$ cat src/rtl/mux_scan_pkg.sv
// Shared constants, FSM state type and select-order helpers for the mux scan controller.
package mux_scan_pkg;

  localparam int unsigned NUM_CH = 4;
  localparam int unsigned SEL_W  = 2;
  localparam int unsigned CNT_W  = 3;

  typedef enum logic [1:0] {
    IDLE = 2'd0,
    SCAN = 2'd1,
    DONE = 2'd2
  } state_e;

  // Channel visited first in a scan.
  function automatic logic [SEL_W-1:0] first_sel(input bit rev);
    return rev ? SEL_W'(NUM_CH - 1) : SEL_W'(0);
  endfunction

  // Channel visited last in a scan; reaching it ends the scan.
  function automatic logic [SEL_W-1:0] last_sel(input bit rev);
    return rev ? SEL_W'(0) : SEL_W'(NUM_CH - 1);
  endfunction

  // Channel following sel in scan order.
  function automatic logic [SEL_W-1:0] next_sel(input logic [SEL_W-1:0] sel, input bit rev);
    return rev ? SEL_W'(sel - SEL_W'(1)) : SEL_W'(sel + SEL_W'(1));
  endfunction

endpackage

$ cat src/rtl/mux_scan_ctrl_dwell_timer.sv
// Per-channel dwell timer: counts enabled cycles and flags the last cycle of a dwell.
module dwell_timer #(
  parameter int DWELL = 1
) (
  input  logic clk,
  input  logic rst,
  input  logic clr,
  input  logic en,
  output logic tick
);

  localparam int unsigned CW = (DWELL > 1) ? $clog2(DWELL) : 1;

  logic [CW-1:0] cnt_q;
  logic [CW-1:0] cnt_d;

  // Last dwell cycle is reached when the count equals DWELL-1.
  assign tick = en && (cnt_q == CW'(DWELL - 1));

  // Next count: clear wins, wrap to zero on tick, otherwise step while enabled.
  always_comb begin
    cnt_d = cnt_q;
    if (clr) begin
      cnt_d = '0;
    end else if (tick) begin
      cnt_d = '0;
    end else if (en) begin
      cnt_d = cnt_q + CW'(1);
    end
  end

  // Count register.
  always_ff @(posedge clk) begin
    if (rst) begin
      cnt_q <= '0;
    end else begin
      cnt_q <= cnt_d;
    end
  end

endmodule

$ cat src/rtl/mux_scan_ctrl.sv
// Sequencer that drives a 4:1 bit mux through all channels and reassembles the word it sees.
module mux_scan_ctrl
  import mux_scan_pkg::*;
#(
  parameter int DWELL   = 1,
  parameter bit REVERSE = 1'b0
) (
  input  logic              clk,
  input  logic              rst,
  input  logic              in_valid,
  output logic              in_ready,
  input  logic [NUM_CH-1:0] data_in,
  output logic [NUM_CH-1:0] mux_in,
  output logic [SEL_W-1:0]  mux_sel,
  input  logic              mux_out,
  output logic              out_valid,
  input  logic              out_ready,
  output logic [NUM_CH-1:0] data_out,
  output logic [CNT_W-1:0]  ones_cnt,
  output logic              err,
  output logic              busy
);

  // A zero or negative dwell would never produce a sample.
  if (DWELL < 1) begin : g_bad_dwell
    $error("mux_scan_ctrl: DWELL must be >= 1");
  end

  state_e            state_q,    state_d;
  logic [NUM_CH-1:0] mux_in_q,   mux_in_d;
  logic [SEL_W-1:0]  mux_sel_q,  mux_sel_d;
  logic [NUM_CH-1:0] data_out_q, data_out_d;
  logic [CNT_W-1:0]  ones_cnt_q, ones_cnt_d;

  logic timer_clr;
  logic timer_en;
  logic timer_tick;

  dwell_timer #(
    .DWELL (DWELL)
  ) u_dwell_timer (
    .clk  (clk),
    .rst  (rst),
    .clr  (timer_clr),
    .en   (timer_en),
    .tick (timer_tick)
  );

  // Next-state, select stepping and sample capture.
  always_comb begin
    state_d    = state_q;
    mux_in_d   = mux_in_q;
    mux_sel_d  = mux_sel_q;
    data_out_d = data_out_q;
    ones_cnt_d = ones_cnt_q;
    timer_clr  = 1'b0;
    timer_en   = 1'b0;

    unique case (state_q)
      IDLE: begin
        if (in_valid) begin
          state_d    = SCAN;
          mux_in_d   = data_in;
          mux_sel_d  = first_sel(REVERSE);
          data_out_d = '0;
          ones_cnt_d = '0;
          timer_clr  = 1'b1;
        end
      end
      SCAN: begin
        timer_en = 1'b1;
        if (timer_tick) begin
          data_out_d[mux_sel_q] = mux_out;
          ones_cnt_d            = ones_cnt_q + CNT_W'(mux_out);
          if (mux_sel_q == last_sel(REVERSE)) begin
            state_d = DONE;
          end else begin
            mux_sel_d = next_sel(mux_sel_q, REVERSE);
          end
        end
      end
      DONE: begin
        // Result and mux drive stay frozen until the consumer takes it.
        if (out_ready) begin
          state_d = IDLE;
        end
      end
      default: begin
        state_d = IDLE;
      end
    endcase
  end

  // State and datapath registers.
  always_ff @(posedge clk) begin
    if (rst) begin
      state_q    <= IDLE;
      mux_in_q   <= '0;
      mux_sel_q  <= '0;
      data_out_q <= '0;
      ones_cnt_q <= '0;
    end else begin
      state_q    <= state_d;
      mux_in_q   <= mux_in_d;
      mux_sel_q  <= mux_sel_d;
      data_out_q <= data_out_d;
      ones_cnt_q <= ones_cnt_d;
    end
  end

  // Handshake and status decode straight from registered state.
  assign in_ready  = (state_q == IDLE);
  assign out_valid = (state_q == DONE);
  assign busy      = (state_q == SCAN) || (state_q == DONE);
  assign err       = (state_q == DONE) && (data_out_q != mux_in_q);

  assign mux_in   = mux_in_q;
  assign mux_sel  = mux_sel_q;
  assign data_out = data_out_q;
  assign ones_cnt = ones_cnt_q;

endmodule

$ cat config.mk
export PLATFORM = sky130hd
export DESIGN_NAME = mux_scan_ctrl
export DESIGN_NICKNAME = d
export VERILOG_FILES = /design/src/rtl/mux_scan_pkg.sv /design/src/rtl/mux_scan_ctrl_dwell_timer.sv /design/src/rtl/mux_scan_ctrl.sv
export SDC_FILE = /design/constraint.sdc
export NUM_CORES = 1
export LEC_CHECK = 0
export CORE_UTILIZATION = 46
export CTS_CLUSTER_SIZE = 14
export DETAILED_ROUTE_END_ITERATION = 12
export PLACE_DENSITY = 0.78
export SKIP_LAST_GASP = 1
export SLEW_MARGIN = 30
export SYNTH_ARGS = -nofsm -noshare
export SYNTH_HDL_FRONTEND = slang
export SYNTH_SLANG_ARGS = --single-unit
$ cat constraint.sdc
create_clock -name clk -period 1.8 [get_ports clk]
set_clock_uncertainty 0.2 [all_clocks]
set_input_delay 0.45 -clock clk [delete_from_list [all_inputs] [get_ports clk]]
set_output_delay 0.45 -clock clk [all_outputs]
set_load 0.02 [all_outputs]
# --- Yosys cells after proc, flatten, opt, wreduce, memory -nomap -nowiden ---
# Cells that the tools add are included.
op_classes:
  muxes: 21
  eq_ne: 9
  n_lt_le_gt_ge: 2
  n_reduce_logical: 11
  n_bitwise: 1
  n_addsub: 3
op_table:
  columns: ["operator", "count"]
  rows:
  - ["2-bit two-way mux", 7]
  - ["4-bit two-way mux", 2]
  - ["2-bit inequality test, second input constant", 4]
  - ["4-bit case mux with 2 select lines", 1]
  - ["4-bit AND reduction", 2]
  - ["3-bit two-way mux", 2]
  - ["2-bit case mux with 3 select lines", 1]
  - ["3-bit case mux with 2 select lines", 1]
  - ["4-bit bitwise mux", 1]
  - ["2-bit equality test, second input constant", 2]
  - ["1-bit two-way mux", 4]
  - ["4-bit inequality test", 1]
  - ["2-bit case mux with 2 select lines", 1]
  - ["3-bit by 1-bit adder with 3-bit output", 1]
  - ["1-bit logical AND", 3]
  - ["2-bit by 3-bit less-than comparator with 1-bit output, second input constant", 1]
  - ["3-bit AND reduction", 1]
  - ["3-bit OR reduction", 1]
  - ["2-bit by 1-bit adder with 2-bit output, second input constant", 1]
  - ["1-bit demux with 2-bit select", 1]
  - ["2-bit by 1-bit equality test with 1-bit output, second input constant", 1]
  - ["2-bit by 1-bit greater-or-equal comparator with 1-bit output, second input constant", 1]
  - ["2-bit logical NOT", 1]
  - ["2-bit by 1-bit inequality test with 1-bit output, second input constant", 1]
  - ["other kinds (5)", 5]
totals:
  register_bits: 16
  output_inout_bits: 17
  elab_cells: 53

# --- Longest topological paths before layout ---
# Gate-level depths: netlist of the first run.
logic_depth:
  word_depth: 7
  mapped_depth: 7

# --- Cells and area by module ---
# From an unflattened synthesis of the first run, not the netlist that was laid out.
unflattened:
  hier_cells: 101
  hier_area_um2: 934.6
by_module_without_submodules:
  columns: ["module", "n_inst", "area_per_inst_um2", "cells_each"]
  rows:
  - ["mux_scan_ctrl", 1, 893.4, 98]
  - ["dwell_timer", 1, 41.3, 3]

# --- Worst setup path before layout of the first run ---
# No wires, ideal clock.
synth_timing:
  path_type: "register to output"
  startpoint: "reg state_q[0]"
  endpoint: "out err"
  path_buffers: 0
  path_stages_with_launch: 5
  t_arrival_ns: 1.148
  setup_slack_ns: 0.002
  path_cell_list: "dfxtp_1 > inv_1 > ha_1 > inv_1 > a41oi_1"
synth_between:
  elab_chain_cells: 2
synth_rtl:
  columns: ["element", "line_no", "source"]
  rows:
  - ["start: declaration", "mux_scan_ctrl.sv:29", "state_e state_q, state_d;"]
  - ["start signal: assignment", "mux_scan_ctrl.sv:103", "state_q <= state_d;"]
  - ["2-bit equality test", null, null]
  - ["net out_valid", "mux_scan_ctrl.sv:16", "output logic out_valid,"]
  - ["1-bit logical AND", "mux_scan_ctrl.sv:115", "assign err = (state_q == DONE) && (data_out_q != mux_in_q);"]
  - ["end: declaration", "mux_scan_ctrl.sv:20", "output logic err,"]
# The timed path passes the listed nets, and every way through them passes these cells.

# --- Worst setup path in the final report of the first run ---
layout_timing:
  startpoint: "reg state_q[1]"
  endpoint: "out err"
layout_between:
  elab_chain_cells: 2
layout_rtl:
  columns: ["element", "line_no"]
  rows:
  - ["2-bit equality test", "mux_scan_ctrl.sv:115"]
  - ["1-bit logical AND", "mux_scan_ctrl.sv:115"]
# Every way passes these cells.

==> results.py, run 1 <==
metrics = {
    "outcome": {
        "status": "complete, but fails checks",
        "violations": "setup timing",
    },
    "route": {
        "drt_iter0_drc": 26,
        "drt-vias-per-instance": 5.11,
        "drtPass1Iterations": 4,
        "wl_per_cell_um": 13.4,
        "post-route-drc-count": 0,
        "vias": 874,
        "antenna_left": 0,
        "routed_wl_mm": 2.28,
    },
    "yosys": {
        "synth.most_common_cell": "dfxtp_1",
        "ys_warn_count": 0,
        "synth_largest_area_cell": "dfxtp_1",
        "synth_edf_count": 0,
        "synth_ff_type": "dfxtp_1",
        "synth_area_leaders": "dfxtp_1 (36%), ha_1 (14%), nand2_1 (4.6%)",
        "avgSynthCellArea_um2": 9.21,
        "synthArstFlopShare_pct": 0,
        "synth-seq-cells": 16,
        "ys_seq_area_share_pct": 35.5,
        "yosys-top-cells-count": "dfxtp_1 (16), nand2_1 (11), ha_1 (10)",
        "syn_area_um2": 902,
        "synth.distinct_cells": 30,
        "syn_inst": 98,
        "synth_top_area_share_pct": 35.5,
        "syn-num-nets": 117,
    },
    "sta": {
        "fin_ws_ns": -0.0197,
        "worst_hold_slack_ns": 0.284,
        "rsz0062_at_grt": "true",
        "worst_slew_pin_slew_ns": 0.265,
        "relSlewSlack_pct": 82.3,
        "setup_viol": 1,
        "fin_crit_ns": 1.82,
        "slew_viol_final": 0,
        "max_freq_ghz": 0.550,
        "finalHoldViolCount": 0,
        "period_share_pct": 101,
    },
    "hold_path": {
        "min_path_type": "reg -> reg",
        "min_delay_path_depth": 2,
        "min_from": "ones_cnt[0]",
    },
    "layout": {
        "drive_above_1_share_pct": 30.8,
        "syn2layout_area_growth_pct": 55.1,
        "multi_input_comb_area_um2": 572,
        "nets": 166,
        "layoutNonFillerInstCount": 171,
        "fill_cells": 110,
        "insertedDiodeCount": 0,
        "area.sequential_um2": 325,
    },
    "pwr": {
        "power_leakage_uw": 0.000625,
        "seqPwrFrac_pct": 23.9,
        "cellInternalPower_uw": 1130,
        "p_per_area_nw_per_um2": 1370,
        "comb_power_share_pct": 63.4,
        "p_total_uw": 1910,
        "power.share.switching_pct": 40.7,
        "clockPowerShare_pct": 12.7,
        "p_switching_uw": 778,
        "peakVddDrop_uv": 878,
    },
    "setup_path": {
        "crit_path_start_kind": "register",
        "r2r_cells": 7,
        "worstPathArrival_ns": 1.17,
        "criticalPathCategory": "reg -> out",
        "crit_slowest_cell": "dfxtp_4",
        "cp-end-kind": "output pin",
        "r2r_start": "state_q[1]",
        "startpoint": "state_q[1]",
        "crit_chain": "ha_4 -> inv_2 -> a41oi_2 -> buf_4",
        "required_ns": 1.15,
        "cpPeakStageDelay_ns": 0.40,
        "path_max_fanout": 3,
    },
    "global_routing": {
        "track_usage_pct": 23.3,
        "met3_usage_pct": 5.49,
        "grt_max_degree": 14,
        "grt_pass1_vias": 805,
        "grt-ovfl-total": 0,
        "antenna_found_initial": 0,
        "use_met2_pct": 37.7,
        "top_usage_layer": "met2",
        "met1_usage_pct": 28.6,
        "grt_pass1_wl_mm": 3.46,
    },
    "run": {
        "max_cap_viol_count": 0,
    },
    "place": {
        "place_ws_ns": -0.245,
        "detailed_place_hpwl_mm": 1.71,
        "portBuffers": 25,
        "place_inst": 166,
        "place_congestion": 0.853,
    },
    "clock_network": {
        "tritoncts": "done",
        "clkSinkCount": 16,
        "clk_pin_slew_ns": 0.10,
        "htree_levels": 1,
        "clock_path_buffers": 2,
        "clk_latency_ns": 0.29,
        "cts_buffers": 3,
        "root_buffer": "clkbuf_4",
    },
    "floorplanning": {
        "initial_core_util_pct": 50.6,
        "die_area_um2": 2140,
        "boundaryPins": 26,
        "die_height_um": 46.3,
        "die-width_um": 46.3,
        "core-area_um2": 1780,
        "rows": 15,
    },
}
metrics by stage:
| stage | TNS, ns | utilization, % | cell area (um^2) |
|---|---|---|---|
| floorplan | 0 | - | 902 |
| global placement | -0.915 | 74.3 | 1330 |
| detailed placement | -1.12 | 74.3 | 1330 |
| CTS | -0.298 | 74.9 | 1340 |
| global route | -0.154 | 78.5 | 1400 |
| finish | -0.0197 | 78.5 | 1400 |
what timing repair did:
action                     4_1_cts  5_1_grt
resized for setup               27       20
buffers inserted                 0        1
pin swaps                        0        4
hold buffers                     0        0
setup endpoints to repair       22       12
hold endpoints to repair         0        0
power groups by stage:
stage	registers [uW]	clock network [uW]	logic, uW
final	456	243	1210
after global routing	463	259	1310
after floorplan	490	0	653
after global placement	445	0	1110
after CTS	442	248	1090
after detailed placement	450	0	1140
final cells by class:
cell class / instances / area share (%)
multi-input cells: 72 / 40.9
well taps: 25 / 2.24
repair buffers: 47 / 29.0
flip-flops and latches: 16 / 23.3
inverters: 7 / 2.06
clock buffers: 4 / 2.59
critical path, delay by kind of cell (launching register included):
| family | cells | cell delay, ns |
|---|---|---|
| DFF | 1 | 0.40 |
| AOI/OAI and AO/OA | 1 | 0.14 |
| adders and majority gates | 1 | 0.14 |
| buffers and inverters | 2 | 0.20 |
per-layer routing:
layer	vias up	routed length, um
met5	-	0
met4	0	40
met3	4	120
met2	27	1060
met1	400	1070
li1	443	-
cells by family (layout without fill, tap and decap cells):
logic type	count (synthesis)	after routing	synth area share, %
flip-flops	16	16	35.5
buffers and inverters	10	58	4.72
AND/OR/NAND/NOR	35	35	22.5
adder cells (fa/ha/maj)	10	10	13.9
XOR/XNOR	4	4	3.88
AO/OA/AOI/OAI	21	21	17.3
multiplexers	2	2	2.22
layout by cell type, fill, tap and decap left out, types with 2 or more instances in the layout:
cell             Yosys  final
buf_6                0      4
and4_1               2      2
clkdlybuf4s15_1      0      2
mux2i_1              2      2
ha_1                10      8
nand3b_1             3      3
nand3_1              6      6
inv_1                7      4
nor2_1               2      2
nand2_1             11     11
nand4_1              2      2
buf_4                1     20
clkdlybuf4s50_1      0      8
ha_4                 0      2
a32o_1               2      2
o21ai_2              4      4
dlygate4sd2_1        0     12
clkbuf_4             0      3
inv_2                0      2
a21oi_1              8      8
a31oi_1              2      2
nor2b_1              3      3
xnor2_1              4      4
dfxtp_1             16     14
state kept, by name (all words and copies together), names as in the netlist:
register / flops
mux_sel: 2
ones_cnt: 3
data_out: 4
mux_in: 4
state_q: 2
u_dwell_timer.cnt_q: 1
path summary, 6_finish.rpt:
kind	end	slack, ns
worst min-delay path	ones_cnt[0]	0.28
worst max register to register	data_out[3]	0.05
worst min register to register	ones_cnt[0]	0.28
worst max-delay path	err	-0.02
Note: power is estimated with default switching activity, not from simulation.
==> inputs of run 2 (changes only) <==
REMOVE_ABC_BUFFERS = 1   (was default)
==> results.py, run 2 (same netlist as run 1, synthesis figures left out) <==
metrics = {
    "outcome": {
        "status": "complete, but fails checks",
        "violations": "setup timing",
    },
    "setup_path": {
        "path_buf_inv": 2,
        "path_max_fanout": 3,
        "regToRegSetupSlack_ns": 0.02,
        "crit_chain": "ha_4 -> inv_2 -> a41oi_2 -> buf_4",
        "crit_family": "flip-flops",
        "r2r_start": "state_q[1]",
        "startpoint": "state_q[1]",
        "crit_cells": 4,
        "crit_slowest_cell": "dfxtp_4",
        "r2r_cells": 8,
        "cp-end-kind": "output pin",
        "worstPathArrival_ns": 1.18,
        "required_ns": 1.15,
        "criticalPathCategory": "reg -> out",
        "worstReg2RegEnd": "ones_cnt[2]",
        "endpoint": "err",
        "crit_path_start_kind": "register",
        "cpPeakStageDelay_ns": 0.40,
    },
    "route": {
        "routed_wl_mm": 2.34,
        "wl_per_cell_um": 13.7,
        "drt-vias-per-instance": 5.22,
        "antenna_left": 0,
        "vias": 893,
        "post-route-drc-count": 0,
        "drt_iter0_drc": 10,
        "drtPass1Iterations": 4,
    },
    "layout": {
        "nets": 166,
        "final_cell_mix": "buf_4 (20), dfxtp_1 (14), nand2_1 (11)",
        "fill_cells": 127,
        "drive_above_1_share_pct": 32.9,
        "insertedDiodeCount": 0,
        "syn2layout_area_growth_pct": 55.3,
        "final_common_cell": "buf_4",
    },
    "pwr": {
        "peakVddDrop_uv": 1420,
        "p_total_uw": 1880,
        "p_per_area_nw_per_um2": 1350,
        "power_leakage_uw": 0.000620,
    },
    "floorplanning": {
        "die_area_um2": 2140,
        "core-area_um2": 1780,
        "die_height_um": 46.3,
        "initial_core_util_pct": 50.6,
        "boundaryPins": 26,
        "rows": 15,
        "die-width_um": 46.3,
    },
    "run": {
        "max_cap_viol_count": 0,
    },
    "clock_network": {
        "clk_latency_ns": 0.29,
        "htree_levels": 1,
        "clock_path_buffers": 2,
        "ctsHoldBuffers": 0,
        "clk_pin_slew_ns": 0.10,
        "cts_buffers": 3,
        "root_buffer": "clkbuf_4",
        "tritoncts": "done",
        "clkSinkCount": 16,
    },
    "sta": {
        "slew_viol_final": 0,
        "worst_slew_pin_slew_ns": 0.238,
        "relSlewSlack_pct": 84.1,
        "setup_viol": 1,
        "fin_crit_ns": 1.83,
        "period_share_pct": 102,
        "setup_tns_ns": -0.0297,
        "finalHoldViolCount": 0,
        "fin_ws_ns": -0.0297,
        "rsz0062_at_grt": "true",
        "max_freq_ghz": 0.547,
    },
    "global_routing": {
        "antenna_found_initial": 0,
        "grt_max_degree": 14,
        "grt_pass1_wl_mm": 3.66,
        "track_usage_pct": 24.2,
        "grt-ovfl-total": 0,
        "grt_pass1_vias": 844,
    },
    "place": {
        "detailed_place_hpwl_mm": 1.76,
        "place_congestion": 0.771,
        "portBuffers": 25,
    },
    "hold_path": {
        "min_path_type": "reg -> reg",
    },
}
[run 2: cell types whose count changed in the layout (fill, tap and decap cells not counted), sizes merged]
cell / previous run / this run
buf: 25 / 26
clkdlybuf4s15: 2 / 3
dlygate4sd2: 12 / 10
[run 2: metrics by stage]
step / hold WS, ns / area (um^2) / utilization [%] / std cells / setup WS [ns]
finish: 0.276 / 1400 / 78.6 / 171 / -0.0297
global route: 0.308 / 1400 / 78.6 / 171 / -0.0805
CTS: 0.281 / 1350 / 75.7 / 170 / -0.243
detailed placement: 0.269 / 1330 / 74.3 / 166 / -0.261
global placement: 0.258 / 1330 / 74.3 / 166 / -0.216
floorplan: 0.287 / 886 / - / 95 / -0.0215
[run 2: report_power, final]
part           total (uW)  leakage [uW]  internal [uW]  switching (uW)
Combinational        1190      0.000468            580             609
Sequential            451      0.000131            409            41.4
Clock                 244     0.0000210            123             121
Total                1880      0.000620           1110             772
[run 2: layout make-up]
class                   count  area [um^2]  share of cell area [%]
multi-input cells          72          577                    41.2
clock buffers               4         36.3                    2.59
repair buffers             47          403                    28.8
flip-flops and latches     16          325                    23.2
inverters                   7         28.8                    2.05
well taps                  25         31.3                    2.23
[run 2: what timing repair did]
item | CTS | global route
pin swaps | 2 | 4
endpoints found under the setup margin | 22 | 10
resized for setup | 34 | 19
setup buffers | 0 | 1
hold endpoints to repair | 0 | 0
[run 2: worst min-delay path by stage]
stage,end,depth (start not counted),startpoint
2_1_floorplan,state_q[1],2,state_q[1]
3_3_place_gp,ones_cnt[1],2,ones_cnt[1]
3_5_place_dp,ones_cnt[0],2,ones_cnt[0]
4_1_cts,ones_cnt[0],2,ones_cnt[0]
5_1_grt,ones_cnt[0],2,ones_cnt[0]
6_report,ones_cnt[0],2,ones_cnt[0]
[run 2: worst min-delay path: cells and delay by family (launching register included)]
| family | cells | cell delay, ns |
|---|---|---|
| compound gates | 1 | 0.05 |
| flops | 1 | 0.33 |
| simple gates | 1 | 0.06 |
[run 2: layer usage]
metal  track usage (%)  routed length, um  part of all wire (%)
met3              2.75                 61                   2.6
met1              29.7                982                    42
met2              42.3               1260                    54
met5                 0                  0                     0
met4              10.0                 33                   1.4
